## src/rtl/cnn_pkg.sv

```systemverilog
// Shared definitions for the CNN frame sink.
// Holds the default field widths and the FSM state encoding used by
// cnn_frame_sink and its address generator.
package cnn_pkg;

  localparam int unsigned DefWSize = 12;
  localparam int unsigned DefWData = 24;
  localparam int unsigned DefWAddr = 32;

  // DONE needs a fifth code, so the state register is 3 bits wide.
  typedef enum logic [2:0] {
    StIdle    = 3'd0,
    StVsync   = 3'd1,
    StData    = 3'd2,
    StLineGap = 3'd3,
    StDone    = 3'd4
  } state_e;

endpackage

```

## src/rtl/cnn_sink_addr_gen.sv

```systemverilog
// Row/column/pixel-index counters for the CNN frame sink.
// Ports:
//   clk, rstn          clock, asynchronous active-low reset
//   clear_i            drop the current frame position (abort)
//   accept_i           one pixel accepted this cycle
//   width_i, height_i  frame geometry
//   base_i             output buffer base address
//   row_o, col_o       position of the next expected pixel
//   last_o             the next expected pixel is the last of the frame
//   addr_o             base_i + index, wraps modulo 2^W_ADDR
module cnn_sink_addr_gen
  import cnn_pkg::*;
#(
  parameter int unsigned W_SIZE       = DefWSize,
  parameter int unsigned W_FRAME_SIZE = 2 * W_SIZE + 1,
  parameter int unsigned W_ADDR       = DefWAddr
) (
  input  logic              clk,
  input  logic              rstn,
  input  logic              clear_i,
  input  logic              accept_i,
  input  logic [W_SIZE-1:0] width_i,
  input  logic [W_SIZE-1:0] height_i,
  input  logic [W_ADDR-1:0] base_i,
  output logic [W_SIZE-1:0] row_o,
  output logic [W_SIZE-1:0] col_o,
  output logic              last_o,
  output logic [W_ADDR-1:0] addr_o
);

  logic [W_SIZE-1:0]       row_q, row_d;
  logic [W_SIZE-1:0]       col_q, col_d;
  logic [W_FRAME_SIZE-1:0] index_q, index_d;
  logic [W_FRAME_SIZE-1:0] total;
  logic                    col_last;

  // W_FRAME_SIZE holds the full product, so this never overflows.
  assign total    = W_FRAME_SIZE'(width_i) * W_FRAME_SIZE'(height_i);
  assign last_o   = (index_q == total - W_FRAME_SIZE'(1));
  assign col_last = (col_q == width_i - W_SIZE'(1));

  always_comb begin
    row_d   = row_q;
    col_d   = col_q;
    index_d = index_q;
    if (clear_i) begin
      row_d   = '0;
      col_d   = '0;
      index_d = '0;
    end else if (accept_i) begin
      if (last_o) begin
        row_d   = '0;
        col_d   = '0;
        index_d = '0;
      end else begin
        index_d = index_q + W_FRAME_SIZE'(1);
        if (col_last) begin
          col_d = '0;
          row_d = row_q + W_SIZE'(1);
        end else begin
          col_d = col_q + W_SIZE'(1);
        end
      end
    end
  end

  always_ff @(posedge clk or negedge rstn) begin
    if (!rstn) begin
      row_q   <= '0;
      col_q   <= '0;
      index_q <= '0;
    end else begin
      row_q   <= row_d;
      col_q   <= col_d;
      index_q <= index_d;
    end
  end

  assign row_o  = row_q;
  assign col_o  = col_q;
  assign addr_o = base_i + W_ADDR'(index_q);

endmodule

```

## src/rtl/cnn_frame_sink.sv

```systemverilog
// Receiving end of the CNN frame-timing interface. Tracks the incoming
// vsync/hsync/data strobes, turns every accepted pixel into a registered
// write to the output buffer at base + index, and pulses o_frame_done once
// the last pixel of a frame has been written.
// Optional protocol checker: define CNN_SINK_PROTO_CHK_EN to enable the
// sticky o_err_line/o_err_frame flags and mid-frame vsync abort.
// Ports:
//   clk, rstn                     clock, asynchronous active-low reset
//   q_width, q_height             frame geometry (stable while o_busy)
//   q_base_addr                   output buffer base address
//   q_clr_err                     clear sticky error flags
//   i_vsync_run/i_hsync_run       sender sync periods
//   i_data_run, i_data            pixel strobe and data
//   o_wr_en/o_wr_addr/o_wr_data   output memory write, 1 cycle after accept
//   o_row, o_col                  position of the next expected pixel
//   o_busy                        frame in progress
//   o_frame_done                  1-cycle pulse after the last write
//   o_err_line, o_err_frame       sticky protocol errors
module cnn_frame_sink
  import cnn_pkg::*;
#(
  parameter int unsigned W_SIZE       = DefWSize,
  parameter int unsigned W_FRAME_SIZE = 2 * W_SIZE + 1,
  parameter int unsigned W_DATA       = DefWData,
  parameter int unsigned W_ADDR       = DefWAddr
) (
  input  logic              clk,
  input  logic              rstn,
  input  logic [W_SIZE-1:0] q_width,
  input  logic [W_SIZE-1:0] q_height,
  input  logic [W_ADDR-1:0] q_base_addr,
  input  logic              q_clr_err,
  input  logic              i_vsync_run,
  input  logic              i_hsync_run,
  input  logic              i_data_run,
  input  logic [W_DATA-1:0] i_data,
  output logic              o_wr_en,
  output logic [W_ADDR-1:0] o_wr_addr,
  output logic [W_DATA-1:0] o_wr_data,
  output logic [W_SIZE-1:0] o_row,
  output logic [W_SIZE-1:0] o_col,
  output logic              o_busy,
  output logic              o_frame_done,
  output logic              o_err_line,
  output logic              o_err_frame
);

  state_e            state_q, state_d;
  logic              accept;
  logic              abort;
  logic              last_pix;
  logic [W_ADDR-1:0] addr;
  logic [W_SIZE-1:0] row, col;

  logic              wr_en_q;
  logic [W_ADDR-1:0] wr_addr_q;
  logic [W_DATA-1:0] wr_data_q;
  logic              done_q;

  assign accept = i_data_run && !abort &&
                  (state_q == StVsync || state_q == StData || state_q == StLineGap);

  cnn_sink_addr_gen #(
    .W_SIZE       (W_SIZE),
    .W_FRAME_SIZE (W_FRAME_SIZE),
    .W_ADDR       (W_ADDR)
  ) u_addr_gen (
    .clk      (clk),
    .rstn     (rstn),
    .clear_i  (abort),
    .accept_i (accept),
    .width_i  (q_width),
    .height_i (q_height),
    .base_i   (q_base_addr),
    .row_o    (row),
    .col_o    (col),
    .last_o   (last_pix),
    .addr_o   (addr)
  );

  always_comb begin
    state_d = state_q;
    case (state_q)
      StIdle: begin
        if (i_vsync_run) state_d = StVsync;
      end
      StVsync, StData, StLineGap: begin
        // A 1x1 frame finishes on the pixel taken straight out of VSYNC.
        if (accept && last_pix)    state_d = StDone;
        else if (accept)           state_d = StData;
        else if (state_q == StData) state_d = StLineGap;
        if (abort)                 state_d = StVsync;
      end
      StDone:  state_d = StIdle;
      default: state_d = StIdle;
    endcase
  end

  always_ff @(posedge clk or negedge rstn) begin
    if (!rstn) begin
      state_q   <= StIdle;
      wr_en_q   <= 1'b0;
      wr_addr_q <= '0;
      wr_data_q <= '0;
      done_q    <= 1'b0;
    end else begin
      state_q <= state_d;
      wr_en_q <= accept;
      if (accept) begin
        wr_addr_q <= addr;
        wr_data_q <= i_data;
      end
      done_q <= (state_q == StDone);
    end
  end

`ifdef CNN_SINK_PROTO_CHK_EN
  logic vsync_q;
  logic hsync_seen_q;
  logic err_line_q, err_frame_q;
  logic set_line, set_frame;

  always_comb begin
    set_frame = i_vsync_run && !vsync_q && (state_q == StData || state_q == StLineGap);
    abort     = set_frame;
    // Short line: the run ended before col wrapped back to 0.
    // Run-on line: col wrapped during an unbroken run with no hsync since the last pixel.
    set_line  = (state_q == StData && !i_data_run && col != '0) ||
                (accept && state_q == StData && col == '0 && row != '0 &&
                 !(hsync_seen_q || i_hsync_run));
  end

  always_ff @(posedge clk or negedge rstn) begin
    if (!rstn) begin
      vsync_q      <= 1'b0;
      hsync_seen_q <= 1'b0;
      err_line_q   <= 1'b0;
      err_frame_q  <= 1'b0;
    end else begin
      vsync_q      <= i_vsync_run;
      hsync_seen_q <= i_hsync_run | (hsync_seen_q & ~accept);
      // Set wins over a same-cycle clear.
      err_line_q   <= (err_line_q & ~q_clr_err) | set_line;
      err_frame_q  <= (err_frame_q & ~q_clr_err) | set_frame;
    end
  end

  assign o_err_line  = err_line_q;
  assign o_err_frame = err_frame_q;
`else
  logic unused_chk;

  assign abort       = 1'b0;
  assign unused_chk  = ^{i_hsync_run, q_clr_err};
  assign o_err_line  = 1'b0;
  assign o_err_frame = 1'b0;
`endif

  assign o_wr_en      = wr_en_q;
  assign o_wr_addr    = wr_addr_q;
  assign o_wr_data    = wr_data_q;
  assign o_row        = row;
  assign o_col        = col;
  assign o_busy       = (state_q != StIdle);
  assign o_frame_done = done_q;

endmodule
```

## config.mk

```make
export PLATFORM = sky130hd
export DESIGN_NAME = cnn_frame_sink
export DESIGN_NICKNAME = d
export VERILOG_FILES = /design/src/rtl/cnn_pkg.sv /design/src/rtl/cnn_sink_addr_gen.sv /design/src/rtl/cnn_frame_sink.sv
export SDC_FILE = /design/constraint.sdc
export NUM_CORES = 1
export LEC_CHECK = 0
export ABC_AREA = 1
export CORE_UTILIZATION = 55
export DETAILED_ROUTE_END_ITERATION = 10
export GPL_TIMING_DRIVEN = 0
export PLACE_DENSITY = 0.85
export SYNTH_ARGS = -nofsm -noshare
export SYNTH_HDL_FRONTEND = slang
export SYNTH_SLANG_ARGS = --single-unit
```

## constraint.sdc

```tcl
create_clock -name clk -period 5.9 [get_ports clk]
set_input_delay 0.59 -clock clk [delete_from_list [all_inputs] [get_ports clk]]
set_output_delay 0.59 -clock clk [all_outputs]
set_load 0.005 [all_outputs]
```

Word level (Yosys, flattened, before mapping)
Cells that the tools add are included.
- bits in registers: 110
- RAM bits: 0
- word-level logic and storage cells: 43
- memories kept: 0
- bits in latches: 0
- ROM bits: 0
- multiplexer cells: 10
- add/sub/neg operators: 6
- shifts and indexed selects: 0
- divide/modulo/power cells: 0
- bitwise gates (word level): 0
- multiply operators: 1
- reductions and logical operators: 10
- magnitude comparators: 0
- equal/unequal tests: 8
- operators with widths (operator ; count):
    2-to-1 mux 12 bit ; 4
    adder 32 x 25 -> 32 bit ; 1
    adder 25 x 1 -> 25 bit (second input constant) ; 1
    == test 25 bit ; 1
    2-to-1 mux 25 bit ; 1
    subtractor 24 x 1 -> 25 bit (second input constant) ; 1
    adder 12 x 1 -> 12 bit (second input constant) ; 2
    multiplier 12 x 12 -> 24 bit ; 1
    == test 12 bit ; 1
    2-to-1 mux 3 bit ; 4
    subtractor 12 x 1 -> 12 bit (second input constant) ; 1
    == test 3 x 2 -> 1 bit (second input constant) ; 2
    one-hot mux 3 bit (2 select lines) ; 1
    inequality test 4 bit (second input constant) ; 1
    AND reduction 2 bit ; 2
    == test 3 x 1 -> 1 bit (second input constant) ; 1
    == test 3 bit (second input constant) ; 1
    zero test 3 bit ; 1
    nonzero test 3 bit ; 1
    OR reduction 3 bit ; 1
    logical AND 1 bit ; 2
    logical OR 1 bit ; 2
    inequality test 2 bit (second input constant) ; 1
    nonzero test 2 bit ; 1

Logic depth before layout (Yosys ltp)
- depth in word-level cells: 7
- depth in mapped cells: 32

By module
From an unflattened synthesis, not the netlist that was laid out.
- cell total of the unflattened synthesis: 1710
- area, all modules: 12577.1 µm²
- modules (own cells, without submodules) (module ; times used ; area each (µm²) ; cells an instance):
    cnn_sink_addr_gen ; 1 ; 10189.8 ; 1443
    cnn_frame_sink ; 1 ; 2387.3 ; 267

Worst setup path before layout
OpenSTA, ideal clock, no wires.
- path kind: input port to flip-flop
- start: in q_width[8]
- end: reg u_addr_gen.row_q[5] (netlist: u_addr_gen.row_o[5])
- buffers on the path: 2
- stages: 29
- data arrival time: 5.586 ns
- library setup time: 0.117 ns
- slack: 0.197 ns
- cell sequence: clkbuf_1 clkbuf_1 nand2_1 fa_1 inv_1 fa_1 inv_1 fa_1 fa_1 fa_1 inv_1 ha_1 nand2_1 nor2_2 nand3_1 nand3_2 nand2_1 nand2_1 nand2_1 nand2_1 nand2_1 nand2_1 inv_2 nor2_2 nand3_2 nand2_4 nand2_2 nand2_1 nand2_1
- cells in the longest elaborated chain, start to end: 5
- elaborated cells between the ends (all ways): 8
- classes of those cells: add/sub: 2; mul: 1; eq/ne: 2; mux: 1; reduce/logical: 2
- ends and longest elaborated chain (element ; line ; RTL):
    start, declared ; cnn_frame_sink.sv:29 ; input logic [W_SIZE-1:0] q_width,
    multiplier 12 x 12 -> 24 bit ; cnn_sink_addr_gen.sv:38 ; assign total = W_FRAME_SIZE'(width_i) * W_FRAME_SIZE'(height_i);
    subtractor 24 x 1 -> 25 bit ; cnn_sink_addr_gen.sv:39 ; assign last_o = (index_q == total - W_FRAME_SIZE'(1));
    == test 25 bit ; cnn_sink_addr_gen.sv:39 ;
    nonzero test 2 bit (no source line) ; n/a ;
    AND reduction 2 bit (no source line) ; n/a ;
    end signal, assigned ; cnn_sink_addr_gen.sv:73 ; row_q <= row_d;
    end, declared ; cnn_sink_addr_gen.sv:31 ; logic [W_SIZE-1:0] row_q, row_d;
Parallel ways exist; a longest one is shown, timed or not.
A chain may end at the register's enable or synchronous reset.

Worst setup path after layout
- start: in q_width[11]
- end: reg u_addr_gen.index_q[0]
- cells in the longest elaborated chain, start to end: 4
- ends and longest elaborated chain (element ; line ; RTL):
    multiplier 12 x 12 -> 24 bit ; cnn_sink_addr_gen.sv:38 ;
    subtractor 24 x 1 -> 25 bit ; cnn_sink_addr_gen.sv:39 ;
    == test 25 bit ; cnn_sink_addr_gen.sv:39 ;
    2-to-1 mux 25 bit ; cnn_sink_addr_gen.sv:51 ; if (last_o) begin
    end signal, assigned ; cnn_sink_addr_gen.sv:75 ; index_q <= index_d;
    end, declared ; cnn_sink_addr_gen.sv:33 ; logic [W_FRAME_SIZE-1:0] index_q, index_d;
No other way between the ends.

==> run_results.csv <==
group,metric,value,unit
status,status,"finished clean",
floorplanning,fp.dieH,155,µm
yosys,synth_common_cells,"nand2_1, inv_1, dfrtp_1, fa_1, ha_1",
finish,fin_area,15700,µm²
yosys,yosysWarnings,0,
detailed_routing,vias,12416,
placed_design,port_buffers,162,
clock_tree,clk_latency,0.36,ns
yosys,synth.distinct_cells,44,
yosys,synthTopCellsByArea,"dfrtp_1, nand2_1, fa_1",
setup_path,crit_path_max_fanout,10,
floorplanning,std_cell_rows,55,
setup_path,rr_worst_depth,13,
timing,slew_headroom,48.7,%
timing,fin_crit,5.71,ns
power,vdd_ir_drop_max,379,µV
yosys,netlist_instances,1813,
timing,setup_violations,0,
timing,fin_hold_ws,0.196,ns
grt,grt_antenna_before_repair,1,
power,pwr-share-clk,7.9,%
finish,fillers,1916,
hold_path,min_path_type,"primary input to asynchronous set/reset pin",
timing,min_period_over_period,96.8,%
setup_path,cp.required,6.11,ns
yosys,yosysMostFrequentCell,"nand2_1",
floorplanning,die_w,155,µm
setup_path,start_kind,"primary input",
yosys,synthSimpleGateAreaFrac,29.0,%
power,pwr-share-seq,12.7,%
finish,ff_latch_area,2750,µm²
yosys,netlist_area,12900,µm²
timing,finalHoldViolCount,0,
power,p_switching,4.35,mW
power,fin_total_pwr,8.11,mW
yosys,yosys.area_share.adder,26.9,%
clock_tree,cts_tree,"done",
placed_design,dp_hpwl,30.8,mm
detailed_routing,via_per_inst,5.37,
power,p_leak,8.20,nW
setup_path,cp-end-kind,"register",
power,power.share.switching,53.7,%
timing,max_freq,175,MHz
yosys,synth_top_family_by_area,"simple AND/OR/NAND/NOR gates",
clock_tree,cts_sinks,110,
detailed_routing,routed_wl,37.5,mm
power,intPower,3.75,mW
grt,grt_start_max_net_pins,73,
yosys,synth_ff_type,"dfrtp_1",
finish,antenna_cells,0,
yosys,synth_edf_count,0,
yosys,async_flop_share,100,%
yosys,ys_ff_latch,110,
detailed_routing,drtAntennaViolNets,0,
placed_design,dp_slack,-1.17,ns
setup_path,arrival,5.92,ns
grt,grt_overflow,0,
timing,worst-slew-pin-transition,0.770,ns
yosys,synth_xor_area_share,5.55,%
placed_design,place_area,15000,µm²
job,cap_violations,0,
detailed_routing,firstDrtPassIters,5,
clock_tree,htreeDepth,3,
floorplanning,pin_count,171,
floorplanning,initial_core_util,56.7,%
placed_design,place_congestion,0.966,
timing,timing.final.ws_setup,0.189,ns
yosys,synth_top_area_cell,"dfrtp_1",
grt,track_usage,31.7,%
timing,drv_slew,0,
yosys,synth_compound_area_share,5.97,%
detailed_routing,drc,0,
timing,worst_clock_skew,0.0138,ns
clock_tree,numCtsBuffers,9,
detailed_routing,routedWlPerCell,16.2,µm
finish,drive_gt1_share,7.61,%
power,pwr-share-comb,79.4,%
yosys,yosysSeqAreaShare,21.3,%
clock_tree,clockBufferDepth,2,
finish,nNetsFinal,2291,
floorplanning,die-area,24200,µm²
power,powerDensity,517,nW/µm²
yosys,yosys.area.top_type_share,21.3,%
floorplanning,coreArea,22800,µm²
setup_path,worstSetupPathType,"primary input to register",
detailed_routing,drt-initial-drc-count,853,
clock_tree,clk_pin_slew,0.09,ns
yosys,synthMuxAreaShare,0,%
grt,grt_pass1_wl,60.8,mm
finish,multiInputGateArea,8930,µm²
finish,syn_to_final_growth,21.0,%
grt,grt_pass1_vias,12609,
clock_tree,cts-root-buf,"clkbuf_16",
yosys,syn_avg_cell_area,7.14,µm²
## through the flow
step	util (%)	instances	TNS, ns
final	68.6	2310	0
after global routing	68.6	2310	-0.514
after CTS	68.1	2308	0
after detailed placement	65.6	2290	-52.74
after global placement	65.5	2289	-47.50
after floorplan	-	1814	0
## worst paths after layout
check                                             startpoint  slack (ns)                                end
setup / recovery                                 q_width[11]        0.19  u_addr_gen.index_q[0]$_DFFE_PN0P_
hold / removal                                          rstn        0.20    u_addr_gen.row_o[4]$_DFFE_PN0P_
setup reg to reg           u_addr_gen.index_q[0]$_DFFE_PN0P_        2.98          o_wr_addr[20]$_DFFE_PN0P_
hold reg to reg                    o_wr_data[20]$_DFFE_PN0P_        0.48          o_wr_data[20]$_DFFE_PN0P_
max in group asynchronous                               rstn        4.96          o_wr_addr[16]$_DFFE_PN0P_
min in group clk                   o_wr_data[20]$_DFFE_PN0P_        0.48          o_wr_data[20]$_DFFE_PN0P_
## layout make-up
type                            instances  share of cell area (%)
Tap cell                              313                    2.50
Buffer                                 48                    2.54
Clock buffer                            9                    1.44
Clock inverter                          7                   0.567
Sequential cell                       110                    17.6
Timing Repair Buffer                  172                    10.5
Multi-Input combinational cell       1322                    57.0
Inverter                              329                    7.90
## power by group through the flow
| stage | clock [mW] | sequential [mW] | combinational, mW |
|---|---|---|---|
| after floorplan | 0 | 1.01 | 4.23 |
| after global placement | 0 | 1.03 | 5.59 |
| after detailed placement | 0 | 1.04 | 5.73 |
| after CTS | 0.649 | 1.02 | 6.09 |
| after global routing | 0.675 | 1.04 | 7.17 |
| final | 0.642 | 1.03 | 6.44 |
## sequential cells by signal, indices dropped and copies added, names as in the netlist
signal / count
o_wr_addr: 32
u_addr_gen.row_o: 12
o_wr_en: 1
o_frame_done: 1
u_addr_gen.col_o: 12
u_addr_gen.index_q: 25
o_wr_data: 24
state_q: 3
## kinds of logic (layout without fill, tap and decap cells)
logic type,count (synthesis),in the layout
AOI/OAI and AO/OA,141,141
adders and majority gates,213,213
xor gates and xnor gates,82,82
and+or+nand+nor,884,884
other,1,2
buffers and inverters,382,565
DFF,110,110
## worst max-delay path, cell delays in order
cell	delay [ns]
clkdlybuf4s15_1	0.26
clkbuf_8	0.21
nand2_1	0.08
fa_1	0.48
fa_1	0.52
fa_2	0.57
fa_1	0.46
fa_1	0.57
inv_1	0.05
ha_1	0.27
buf_4	0.15
nand2_1	0.11
inv_1	0.09
nand2_1	0.07
nor2_1	0.13
nand4_1	0.16
nand3_1	0.12
nand2_1	0.05
nand2_1	0.12
nand2_1	0.07
inv_1	0.05
nand2_1	0.06
nor2_2	0.15
nand3_2	0.15
buf_4	0.19
nand3_1	0.07
o21ai_0	0.12
## cells in the final DEF (no fill, tap or decap), drive strengths merged, types with 7 or more instances in the layout
master         Yosys  layout
nand3             82      82
fa               109     109
xnor2             34      34
nor4               7       7
clkdlybuf4s50      0     143
nand2            597     597
ha               104     104
nor3              30      30
inv              329     335
xor2              48      48
nand4             34      34
dfrtp            110     110
buf               18      38
a21oi             61      61
clkbuf            35      45
nand3b            11      11
or2               11      11
nor2             110     110
o21ai             59      59
## per-layer routing
| metal | routed length, µm | GRT usage (%) | vias up |
|---|---|---|---|
| met5 | 0 | 0 | - |
| met4 | 1260 | 12.0 | 0 |
| met3 | 2670 | 5.68 | 95 |
| met2 | 18700 | 56.6 | 469 |
| met1 | 14900 | 38.0 | 5919 |
| li1 | - | - | 5933 |
## timing repair
action | 4_1_cts | 5_1_grt
endpoints found under the setup margin | 51 | 51
hold buffers | 0 | 0
buffers inserted | 6 | 3
resized for setup | 90 | 92
pin swaps | 6 | 15
endpoints found under the hold margin | 0 | 0
(Power assumes the default switching activity.)
